### config.mk
export PLATFORM = sky130hd
export DESIGN_NAME = pe_conv1d_flat
export DESIGN_NICKNAME = d
export VERILOG_FILES = /design/src/rtl/pe_conv1d_pkg.sv /design/src/rtl/pe_conv1d_if.sv /design/src/rtl/pe_conv1d_narrow.sv /design/src/rtl/pe_conv1d.sv /design/src/flat_wrapper.sv
export SDC_FILE = /design/constraint.sdc
export NUM_CORES = 1
export LEC_CHECK = 0
export BUFFER_PORTS_ARGS = -buffer_cell sky130_fd_sc_hd__buf_2
export CAP_MARGIN = 20
export CORE_UTILIZATION = 40
export CTS_BUF_LIST = sky130_fd_sc_hd__clkbuf_8
export DETAILED_ROUTE_END_ITERATION = 12
export HOLD_SLACK_MARGIN = 0.06
export MAX_ROUTING_LAYER = met4
export PLACE_DENSITY_LB_ADDON = 0.05
export SLEW_MARGIN = 20
export SYNTH_ARGS = -nofsm -noshare
export SYNTH_HDL_FRONTEND = slang
export SYNTH_SLANG_ARGS = --single-unit
### constraint.sdc
create_clock -name clk -period 11.14 [get_ports clk]
set_clock_uncertainty 0.15 [all_clocks]
set_input_delay 1.671 -clock clk [delete_from_list [all_inputs] [get_ports clk]]
set_output_delay 1.671 -clock clk [all_outputs]
set_load 0.02 [all_outputs]
### src/rtl/pe_conv1d_pkg.sv
// -----------------------------------------------------------------------------
// pe_pkg : shared types and constants for the pe_conv1d processing element.
//   pe_state_t : FSM state encoding (IDLE, LOAD_W, FILL, RUN)
//   PE_DATA_W  : default sample / weight / psum width
//   PE_TAPS    : window length (only 3 is supported)
//   pe_sum_w() : width of the full-precision three-product sum
// -----------------------------------------------------------------------------
package pe_pkg;

    typedef enum logic [1:0] {
        IDLE   = 2'd0,
        LOAD_W = 2'd1,
        FILL   = 2'd2,
        RUN    = 2'd3
    } pe_state_t;

    localparam int PE_DATA_W = 8;
    localparam int PE_TAPS   = 3;

    // Three DATA_W x DATA_W products summed: 2*DATA_W bits plus two carry bits.
    function automatic int pe_sum_w(input int data_w);
        return (2 * data_w) + 2;
    endfunction

endpackage

### src/rtl/pe_conv1d_if.sv
// -----------------------------------------------------------------------------
// pe_conv1d_if : weight-load, ifmap-stream and psum-stream signals of the
// convolution PE.
//   master : the producer of weights / samples and consumer of psums
//   slave  : the pe_conv1d processing element
// -----------------------------------------------------------------------------
interface pe_conv1d_if #(
    parameter int DATA_W = 8
) ();
    logic              w_load;
    logic              w_valid;
    logic [DATA_W-1:0] w_in;
    logic              ifmap_valid;
    logic [DATA_W-1:0] ifmap_in;
    logic              ifmap_last;
    logic              ifmap_ready;
    logic [DATA_W-1:0] psum_out;
    logic              psum_valid;

    modport master (
        output w_load, w_valid, w_in, ifmap_valid, ifmap_in, ifmap_last,
        input  ifmap_ready, psum_out, psum_valid
    );

    modport slave (
        input  w_load, w_valid, w_in, ifmap_valid, ifmap_in, ifmap_last,
        output ifmap_ready, psum_out, psum_valid
    );
endinterface

### src/rtl/pe_conv1d_narrow.sv
// -----------------------------------------------------------------------------
// psum_narrow : combinational logical right shift of the full-precision sum
// followed by narrowing to DATA_W bits.
//   Macro PE_SATURATE_EN : defined -> clamp to 2^DATA_W-1, undefined -> wrap.
// Ports:
//   i_sum  [SUM_W-1:0]  : full-precision sum
//   o_psum [DATA_W-1:0] : shifted and narrowed partial sum
// -----------------------------------------------------------------------------
module psum_narrow #(
    parameter int DATA_W    = 8,
    parameter int SUM_W     = 18,
    parameter int OUT_SHIFT = 0
) (
    input  logic [SUM_W-1:0]  i_sum,
    output logic [DATA_W-1:0] o_psum
);
    logic [SUM_W-1:0] w_shifted;

    // Shift, then either clamp or keep the low bits.
    always_comb begin
        w_shifted = i_sum >> OUT_SHIFT;
`ifdef PE_SATURATE_EN
        if (|w_shifted[SUM_W-1:DATA_W]) begin
            o_psum = {DATA_W{1'b1}};
        end else begin
            o_psum = w_shifted[DATA_W-1:0];
        end
`else
        o_psum = w_shifted[DATA_W-1:0];
`endif
    end
endmodule

### src/rtl/pe_conv1d.sv
// -----------------------------------------------------------------------------
// pe_conv1d : 3-tap 1D convolution PE with stationary weights.
// Loads three weights, slides a 3-sample window over an ifmap row and emits
// one narrowed partial sum per complete window, two edges after the sample
// that completes it (stage 1: products, stage 2: sum + narrow).
//   Macro PE_SATURATE_EN (tested only inside psum_narrow) selects clamp vs wrap.
// Ports:
//   clk : clock, rising edge
//   rst : synchronous active-high reset
//   bus : pe_conv1d_if.slave (weight load, ifmap stream, psum stream)
// -----------------------------------------------------------------------------
module pe_conv1d
    import pe_pkg::*;
#(
    parameter int DATA_W    = PE_DATA_W,
    parameter int TAPS      = PE_TAPS,
    parameter int OUT_SHIFT = 0
) (
    input  logic        clk,
    input  logic        rst,
    pe_conv1d_if.slave  bus
);
    localparam int PROD_W = 2 * DATA_W;
    localparam int SUM_W  = pe_sum_w(DATA_W);

    pe_state_t          r_state;
    pe_state_t          w_state_nxt;

    logic [DATA_W-1:0]  r_w   [TAPS];
    logic [DATA_W-1:0]  r_win [TAPS];
    logic [1:0]         r_wcnt;
    logic [1:0]         r_cnt;       // samples held in the window (3 in RUN)

    logic               r_ready;
    logic               r_launch;    // window completed at the previous edge
    logic [PROD_W-1:0]  r_prod [TAPS];
    logic               r_s1_valid;
    logic [DATA_W-1:0]  r_psum_out;
    logic               r_psum_valid;

    logic               w_acc;
    logic               w_wr;
    logic               w_launch;
    logic               w_ready_nxt;
    logic [SUM_W-1:0]   w_sum;
    logic [DATA_W-1:0]  w_psum_narrow;

    // State register.
    always_ff @(posedge clk) begin
        if (rst) begin
            r_state <= IDLE;
        end else begin
            r_state <= w_state_nxt;
        end
    end

    // Next-state decode; a weight-load pulse overrides every state.
    always_comb begin
        w_state_nxt = r_state;
        if (bus.w_load) begin
            w_state_nxt = LOAD_W;
        end else begin
            case (r_state)
                IDLE: begin
                    w_state_nxt = IDLE;
                end
                LOAD_W: begin
                    if (bus.w_valid && (r_wcnt == 2'd2)) begin
                        w_state_nxt = FILL;
                    end else begin
                        w_state_nxt = LOAD_W;
                    end
                end
                FILL: begin
                    if (w_acc && !bus.ifmap_last && (r_cnt == 2'd2)) begin
                        w_state_nxt = RUN;
                    end else begin
                        w_state_nxt = FILL;
                    end
                end
                RUN: begin
                    if (w_acc && bus.ifmap_last) begin
                        w_state_nxt = FILL;
                    end else begin
                        w_state_nxt = RUN;
                    end
                end
                default: begin
                    w_state_nxt = IDLE;
                end
            endcase
        end
    end

    // Output / strobe decode from the registered state.
    always_comb begin
        w_acc       = bus.ifmap_valid && r_ready;
        w_wr        = (r_state == LOAD_W) && bus.w_valid && !bus.w_load;
        w_ready_nxt = (w_state_nxt == FILL) || (w_state_nxt == RUN);
        // A window launches when the accepted sample leaves 3 samples held,
        // even if it is also the last of its row.
        if (w_acc && ((r_state == RUN) || ((r_state == FILL) && (r_cnt == 2'd2)))) begin
            w_launch = 1'b1;
        end else begin
            w_launch = 1'b0;
        end
    end

    // Weight registers, window shift register and counters.
    always_ff @(posedge clk) begin
        if (rst) begin
            for (int t = 0; t < TAPS; t++) begin
                r_w[t]   <= '0;
                r_win[t] <= '0;
            end
            r_wcnt   <= 2'd0;
            r_cnt    <= 2'd0;
            r_ready  <= 1'b0;
            r_launch <= 1'b0;
        end else begin
            r_ready  <= w_ready_nxt;
            r_launch <= w_launch;
            for (int t = 0; t < TAPS; t++) begin
                if (w_wr && (r_wcnt == 2'(t))) begin
                    r_w[t] <= bus.w_in;
                end
            end
            if (bus.w_load) begin
                r_wcnt <= 2'd0;
            end else if (w_wr) begin
                r_wcnt <= (r_wcnt == 2'd2) ? 2'd0 : (r_wcnt + 2'd1);
            end else begin
                r_wcnt <= r_wcnt;
            end
            if (w_acc) begin
                r_win[0] <= r_win[1];
                r_win[1] <= r_win[2];
                r_win[2] <= bus.ifmap_in;
            end
            if (bus.w_load) begin
                r_cnt <= 2'd0;
            end else if (w_acc && bus.ifmap_last) begin
                r_cnt <= 2'd0;
            end else if (w_acc && (r_state == FILL)) begin
                r_cnt <= r_cnt + 2'd1;
            end else begin
                r_cnt <= r_cnt;
            end
        end
    end

    // Stage 1: register the three products of the window launched last edge.
    always_ff @(posedge clk) begin
        if (rst) begin
            for (int t = 0; t < TAPS; t++) begin
                r_prod[t] <= '0;
            end
            r_s1_valid <= 1'b0;
        end else begin
            r_s1_valid <= r_launch;
            if (r_launch) begin
                for (int t = 0; t < TAPS; t++) begin
                    r_prod[t] <= PROD_W'(r_w[t]) * PROD_W'(r_win[t]);
                end
            end
        end
    end

    assign w_sum = SUM_W'(r_prod[0]) + SUM_W'(r_prod[1]) + SUM_W'(r_prod[2]);

    psum_narrow #(
        .DATA_W    (DATA_W),
        .SUM_W     (SUM_W),
        .OUT_SHIFT (OUT_SHIFT)
    ) u_narrow (
        .i_sum  (w_sum),
        .o_psum (w_psum_narrow)
    );

    // Stage 2: sum, narrow and register the outputs; psum_out holds otherwise.
    always_ff @(posedge clk) begin
        if (rst) begin
            r_psum_out   <= '0;
            r_psum_valid <= 1'b0;
        end else begin
            r_psum_valid <= r_s1_valid;
            if (r_s1_valid) begin
                r_psum_out <= w_psum_narrow;
            end
        end
    end

    assign bus.ifmap_ready = r_ready;
    assign bus.psum_out    = r_psum_out;
    assign bus.psum_valid  = r_psum_valid;

endmodule

### src/flat_wrapper.sv
// flat-port wrapper written by rule: the top's interface ports become plain ports
module pe_conv1d_flat import pe_pkg::*;
#(
    parameter int DATA_W    = PE_DATA_W,
    parameter int TAPS      = PE_TAPS,
    parameter int OUT_SHIFT = 0
)
  (clk, rst, bus_w_load, bus_w_valid, bus_w_in, bus_ifmap_valid, bus_ifmap_in, bus_ifmap_last, bus_ifmap_ready, bus_psum_out, bus_psum_valid);
  pe_conv1d_if #(.DATA_W(DATA_W)) bus_i ();
  input  logic clk;
  input  logic rst;
  input wire logic [$bits(bus_i.w_load)-1:0] bus_w_load;
  input wire logic [$bits(bus_i.w_valid)-1:0] bus_w_valid;
  input wire logic [$bits(bus_i.w_in)-1:0] bus_w_in;
  input wire logic [$bits(bus_i.ifmap_valid)-1:0] bus_ifmap_valid;
  input wire logic [$bits(bus_i.ifmap_in)-1:0] bus_ifmap_in;
  input wire logic [$bits(bus_i.ifmap_last)-1:0] bus_ifmap_last;
  output wire logic [$bits(bus_i.ifmap_ready)-1:0] bus_ifmap_ready;
  output wire logic [$bits(bus_i.psum_out)-1:0] bus_psum_out;
  output wire logic [$bits(bus_i.psum_valid)-1:0] bus_psum_valid;
  assign bus_i.w_load = bus_w_load;
  assign bus_i.w_valid = bus_w_valid;
  assign bus_i.w_in = bus_w_in;
  assign bus_i.ifmap_valid = bus_ifmap_valid;
  assign bus_i.ifmap_in = bus_ifmap_in;
  assign bus_i.ifmap_last = bus_ifmap_last;
  assign bus_ifmap_ready = bus_i.ifmap_ready;
  assign bus_psum_out = bus_i.psum_out;
  assign bus_psum_valid = bus_i.psum_valid;
  pe_conv1d #(.DATA_W(DATA_W), .TAPS(TAPS), .OUT_SHIFT(OUT_SHIFT)) u_core (.clk(clk), .rst(rst), .bus(bus_i));
endmodule
======== Yosys cells after proc, flatten, opt, wreduce, memory -nomap -nowiden ========
Memory sizes are Yosys's and may differ from the RTL's.
Index checks and enable logic that the tools add are counted.
storage, ports and cells
  input port bits ......................... 22
  output and inout bits ................... 10
  logic and storage cells ................. 89
  memories kept ........................... 3
  register bits after elaboration ......... 18
  memory bits (writable) .................. 96
memories
  name           words  bits a word  rd ports  clocked after Yosys merged registers in  wr ports  RTL line         source
  u_core.r_prod  3      16           3         0                                        3         pe_conv1d.sv:36  logic [PROD_W-1:0] r_prod [TAPS];
  u_core.r_w     3      8            3         0                                        3         pe_conv1d.sv:29  logic [DATA_W-1:0] r_w [TAPS];
  u_core.r_win   3      8            3         0                                        3         pe_conv1d.sv:30  logic [DATA_W-1:0] r_win [TAPS];
operators by class
  add/subtract/negate cells ............... 4
  equal/unequal tests ..................... 8
  reductions and logical operators ........ 21
  muxes and demuxes ....................... 33
  $mul .................................... 3
  bitwise operators ....................... 9
operators with widths
  cell                                                                   number
  8-bit by 8-bit multiplier with 16-bit output                           3
  16-bit two-way mux                                                     3
  8-bit two-way mux                                                      6
  1-bit two-way mux                                                      20
  8-bit adder                                                            2
  1-bit logical AND                                                      13
  2-bit equality test, second input constant                             6
  1-bit OR                                                               9
  2-bit case mux with 4 select lines                                     1
  2-bit two-way mux                                                      3
  2-bit by 1-bit adder with 2-bit output, second input constant          2
  2-bit by 1-bit equality test with 1-bit output, second input constant  2
  2-bit logical NOT                                                      2
  3-bit OR reduction                                                     1
  1-bit logical NOT                                                      2
  1-bit logical OR                                                       2
  2-bit OR reduction                                                     1

======== Longest topological paths before layout ========
  depth in word-level cells ............... 8
  gate-level depth with buffers ........... 13
  depth with buffers taken out ............ 13

======== Hierarchy ========
From an unflattened synthesis, not the netlist that was laid out.
unflattened totals
  cells, all modules ...................... 1085
  area, all modules ....................... 11299.6 µm²
modules (own cells, without submodules)
  module       area each (µm²)  times used  cells each
  pe_conv1d    11239.5          1           1077
  psum_narrow  60.1             1           8

======== Least setup slack after synthesis ========
OpenSTA, ideal clock, no wires.
  kind .................................... register to register
  start point ............................. memory u_core.r_w[1][0], in the netlist u_core.r_w[0][8]
  end point ............................... memory u_core.r_prod[0][23] (netlist name) (data pin)
  arrival time ............................ 3.639 ns
  buffers on the path ..................... 0
  setup slack ............................. 7.085 ns
  cell stages (with the launch flop) ...... 14
  period minus slack after synthesis ...... 4.055 ns
  library setup time ...................... 0.266 ns
  path through ............................ edfxtp_1 and2_1 fa_1 fa_1 ha_1 inv_1 fa_1 inv_1 ha_1 a21o_1 a21oi_1 xnor3_1 xnor3_1 nor2_1
RTL lines
  item                RTL line
  start: declaration  pe_conv1d.sv:29
  end: declaration    pe_conv1d.sv:36

==> summary.md <==
| Metric | Value |
|---|---|
| Status | `finished clean` |
| Post-Route Setup TNS | `0 ns` |
| Met1 wire length | `between 6 and 7 mm` |
| Root buffer cell | `clkbuf_8` |
| Global router's overall resource usage | `17.7%` |
| Clock network fraction of total power | `29.7%` |
| RSZ-0062 raised after global routing | `false` |
| DRT Pass-1 Iters | `4` |
| Period Utilization, post-route | `38.3%` |
| DP HPWL | `10.1 mm` |
| Sw frac | `roughly 28%` |
| Clock Tree Buf Depth | `2` |
| Worst-Margin Slew | `0.857 ns` |
| Die Ht | `128 um` |
| TritonCTS buffer count | `9` |
| Vias per cell | `4.68` |
| Via Count | `3813` |
| Number of remaining DRC errors | `0` |
| DR WL met2 | `6.29 mm` |
| Drt wl/cell | `16.0 um` |
| Layout fillers | `1497` |
| Distinct cells, synth | `38` |
| EDFF count, synth | `72` |
| Cell-internal power | `0.000510 W` |
| Crit path time final | `4.27 ns` |
| # clock sinks | `90` |
| Flops & latches, synth | `90` |
| Layout Nets | `721` |
| Pre-CTS setup slack | `slightly below 7 ns` |
| Critical path required time | `roughly 11 ns` |
| CTS tree | `yes` |
| Power per cell area | `103 nW/um^2` |
| CP cell instances | `and2_1 -> fa_1 -> fa_1 -> ha_1 -> inv_1 -> fa_1 -> inv_1 -> ha_1 -> a21o_1 -> a21oi_1 -> xnor3_1 -> xnor3_1 -> nor2_1` |
| Core region area | `15300 sq um` |
| Met3 wire len | `roughly 420 um` |
| # hold bufs at CTS | `0` |
| CP Data Arrival Time | `4.22 ns` |
| Mapped Area | `6300 sq um` |
| Htree depth | `3` |
| Fmax achieved | `roughly 230 MHz` |
| First-pass GRT wire length | `20.6 mm` |
| Final Hold Viols | `0` |
| Synth top area cells | `edfxtp_1 (34%), fa_1 (14%), ha_1 (11%), and2_1 (9.5%), dfxtp_1 (5.7%)` |
| Post-synth top area share | `34.3%` |
| Ports | `32` |
| Top Metal Used | `met4` |
| Initial Util | `approximately 41%` |
| Antenna-violating nets left | `0` |
| VDD IR max | `between 0.07 and 0.08 mV` |
| Worst Path Max Fanout | `8` |
| CP Capture Type | `flop` |
| Synth top cells by count | `and2_1 (96), inv_1 (77), edfxtp_1 (72)` |
| Critical-path top delay cell | `fa_1` |
| CTS resizes | `0` |
| Sequential area share after synthesis | `40.0%` |
| Largest net degree at the start of global routing | `29` |
| Post-synth ARST share | `0%` |
| Die ar. | `16300 sq um` |
| Avg Inst Size Synth | `about 11 sq um` |
| Sequential share of power | `between 50% and 60%` |
| Final setup vio count | `0` |
| Sw power | `0.000200 W` |
| Crit path largest cell delay | `0.52 ns` |
| Tightest Hold Check Type | `reg2reg` |
| Initial antenna violation count | `0` |
| Critical path's top delay family | `adder cells` |
| Post-Route WL | `13.0 mm` |
| Setup ws final | `6.87 ns` |
| Die X | `128 um` |
| Syn Inst Count | `approximately 570` |
| Setup Crit Path Kind | `reg2reg` |
| LEAKAGE | `3.14 nW` |
| Most common cell in the netlist | `and2_1` |
| Final Max Tran Viols | `0` |
| Comb pwr share | `between 10% and 20%` |
| Startpoint Class | `flop` |
| ANT cells | `0` |
| Routability cong. | `roughly 0.84` |
| Max-slew headroom | `42.6%` |
| Cell taking the most area after synthesis | `edfxtp_1` |
| Worst path bufs/invs | `2` |
| Ys Warns | `0` |
| Port Buffer Count | `31` |
| Share of cells above drive strength 1 | `8.61%` |
| Clk slew on worst S/H paths | `0.10 ns` |
| Most common flop cell mapped by yosys | `edfxtp_1` |
| P&R area growth vs syn | `9.00%` |
| Gr ovfl total | `0` |
| Post-CTS setup buffers | `0` |
| Vias in the first global route | `3878` |
| Syn_nets | `688` |
| Worst-Skew Late Latency | `0.38 ns` |
| Most frequent cell on the critical path | `fa_1` |
| # rows | `45` |
| Initial drt markers | `141` |
| Max Cap Violations | `0` |
[per-layer routing]
| metal | up-vias | global-route usage, % |
|---|---|---|
| met1 | 1838 | 22.7 |
| met3 | 12 | 3.39 |
| met5 | - | - |
| met2 | 58 | 28.6 |
| li1 | 1905 | - |
| met4 | 0 | 4.83 |
[area by class of cell]
class | count | area, sq um | area share [%]
inverters | 78 | 293 | 4.26
well taps | 211 | 264 | 3.84
multi-input cells | 389 | 3450 | 50.2
clock buffers | 9 | 124 | 1.80
repair buffers | 32 | 163 | 2.37
flip-flops and latches | 90 | 2520 | 36.7
clock inverters | 6 | 51.3 | 0.747
[cell usage in the layout (no fill, tap or decap), types with 5 or more instances in the layout]
| cell type | count |
|---|---|
| ha_1 | 55 |
| dfxtp_1 | 18 |
| nand2b_1 | 5 |
| xor2_1 | 12 |
| nor3_1 | 8 |
| nand2_1 | 55 |
| inv_1 | 77 |
| nor2_1 | 21 |
| a21oi_1 | 12 |
| and2_1 | 96 |
| a21o_1 | 10 |
| buf_2 | 31 |
| edfxtp_1 | 72 |
| fa_1 | 44 |
| clkbuf_8 | 9 |
| xnor2_1 | 23 |
| xnor3_1 | 8 |
[sequential cells by signal, indices dropped and copies added (netlist names)]
signal,cells
u_core.r_win,24
u_core.bus.psum_valid,1
u_core.r_wcnt,2
u_core.bus.psum_out,8
u_core.r_launch,1
u_core.bus.ifmap_ready,1
u_core.r_s1_valid,1
u_core.r_w,24
u_core.r_prod,24
u_core.r_cnt,2
u_core.r_state,2
[stage by stage]
stage,power [W],instances,hold WS (ns),util (%),area [sq um]
after floorplan,0.000474,567,0.330,-,6300
after global placement,0.000509,800,0.305,43.7,6690
after detailed placement,0.000510,800,0.320,43.7,6690
after CTS,0.000721,815,0.333,44.8,6870
after global routing,0.000749,815,0.348,44.8,6870
final,0.000710,815,0.323,44.8,6870
[final timing paths]
check | start | endpoint | slack (ns) | depth (start not counted)
max | u_core.r_w[0][8] | u_core.r_prod[0][23] | 6.87 | 13
min | u_core.bus.psum_out[5] | u_core.bus.psum_out[5] | 0.32 | 2
max reg2reg | u_core.r_w[0][8] | u_core.r_prod[0][23] | 6.87 | 13
min reg2reg | u_core.bus.psum_out[5] | u_core.bus.psum_out[5] | 0.32 | 2
[cell families after synthesis]
group / count (synthesis) / synth area share [%]
flip-flops: 90 / 40.0
AO/OA/AOI/OAI: 38 / 3.95
buffers and inverters: 88 / 5.24
XOR/XNOR: 45 / 8.24
adder cells (fa/ha/maj): 99 / 24.9
multiplexers: 3 / 0.477
AND/OR/NAND/NOR: 204 / 17.2
[power groups by stage]
stage	clock network, W	logic [W]	registers, W
after floorplan	0	0.0000877	0.000386
after global placement	0	0.000116	0.000393
after detailed placement	0	0.000116	0.000393
after CTS	0.000218	0.000118	0.000385
after global routing	0.000232	0.000130	0.000387
final	0.000211	0.000114	0.000385
[worst register-to-register path, cell delays in order (launching register included)]
cell	delay (ns)
edfxtp_1	0.49
and2_1	0.23
fa_1	0.45
fa_1	0.49
ha_1	0.29
inv_1	0.05
fa_1	0.52
inv_1	0.04
ha_1	0.33
a21o_1	0.17
a21oi_1	0.16
xnor3_1	0.23
xnor3_1	0.37
nor2_1	0.04
(Power assumes the default switching activity.)
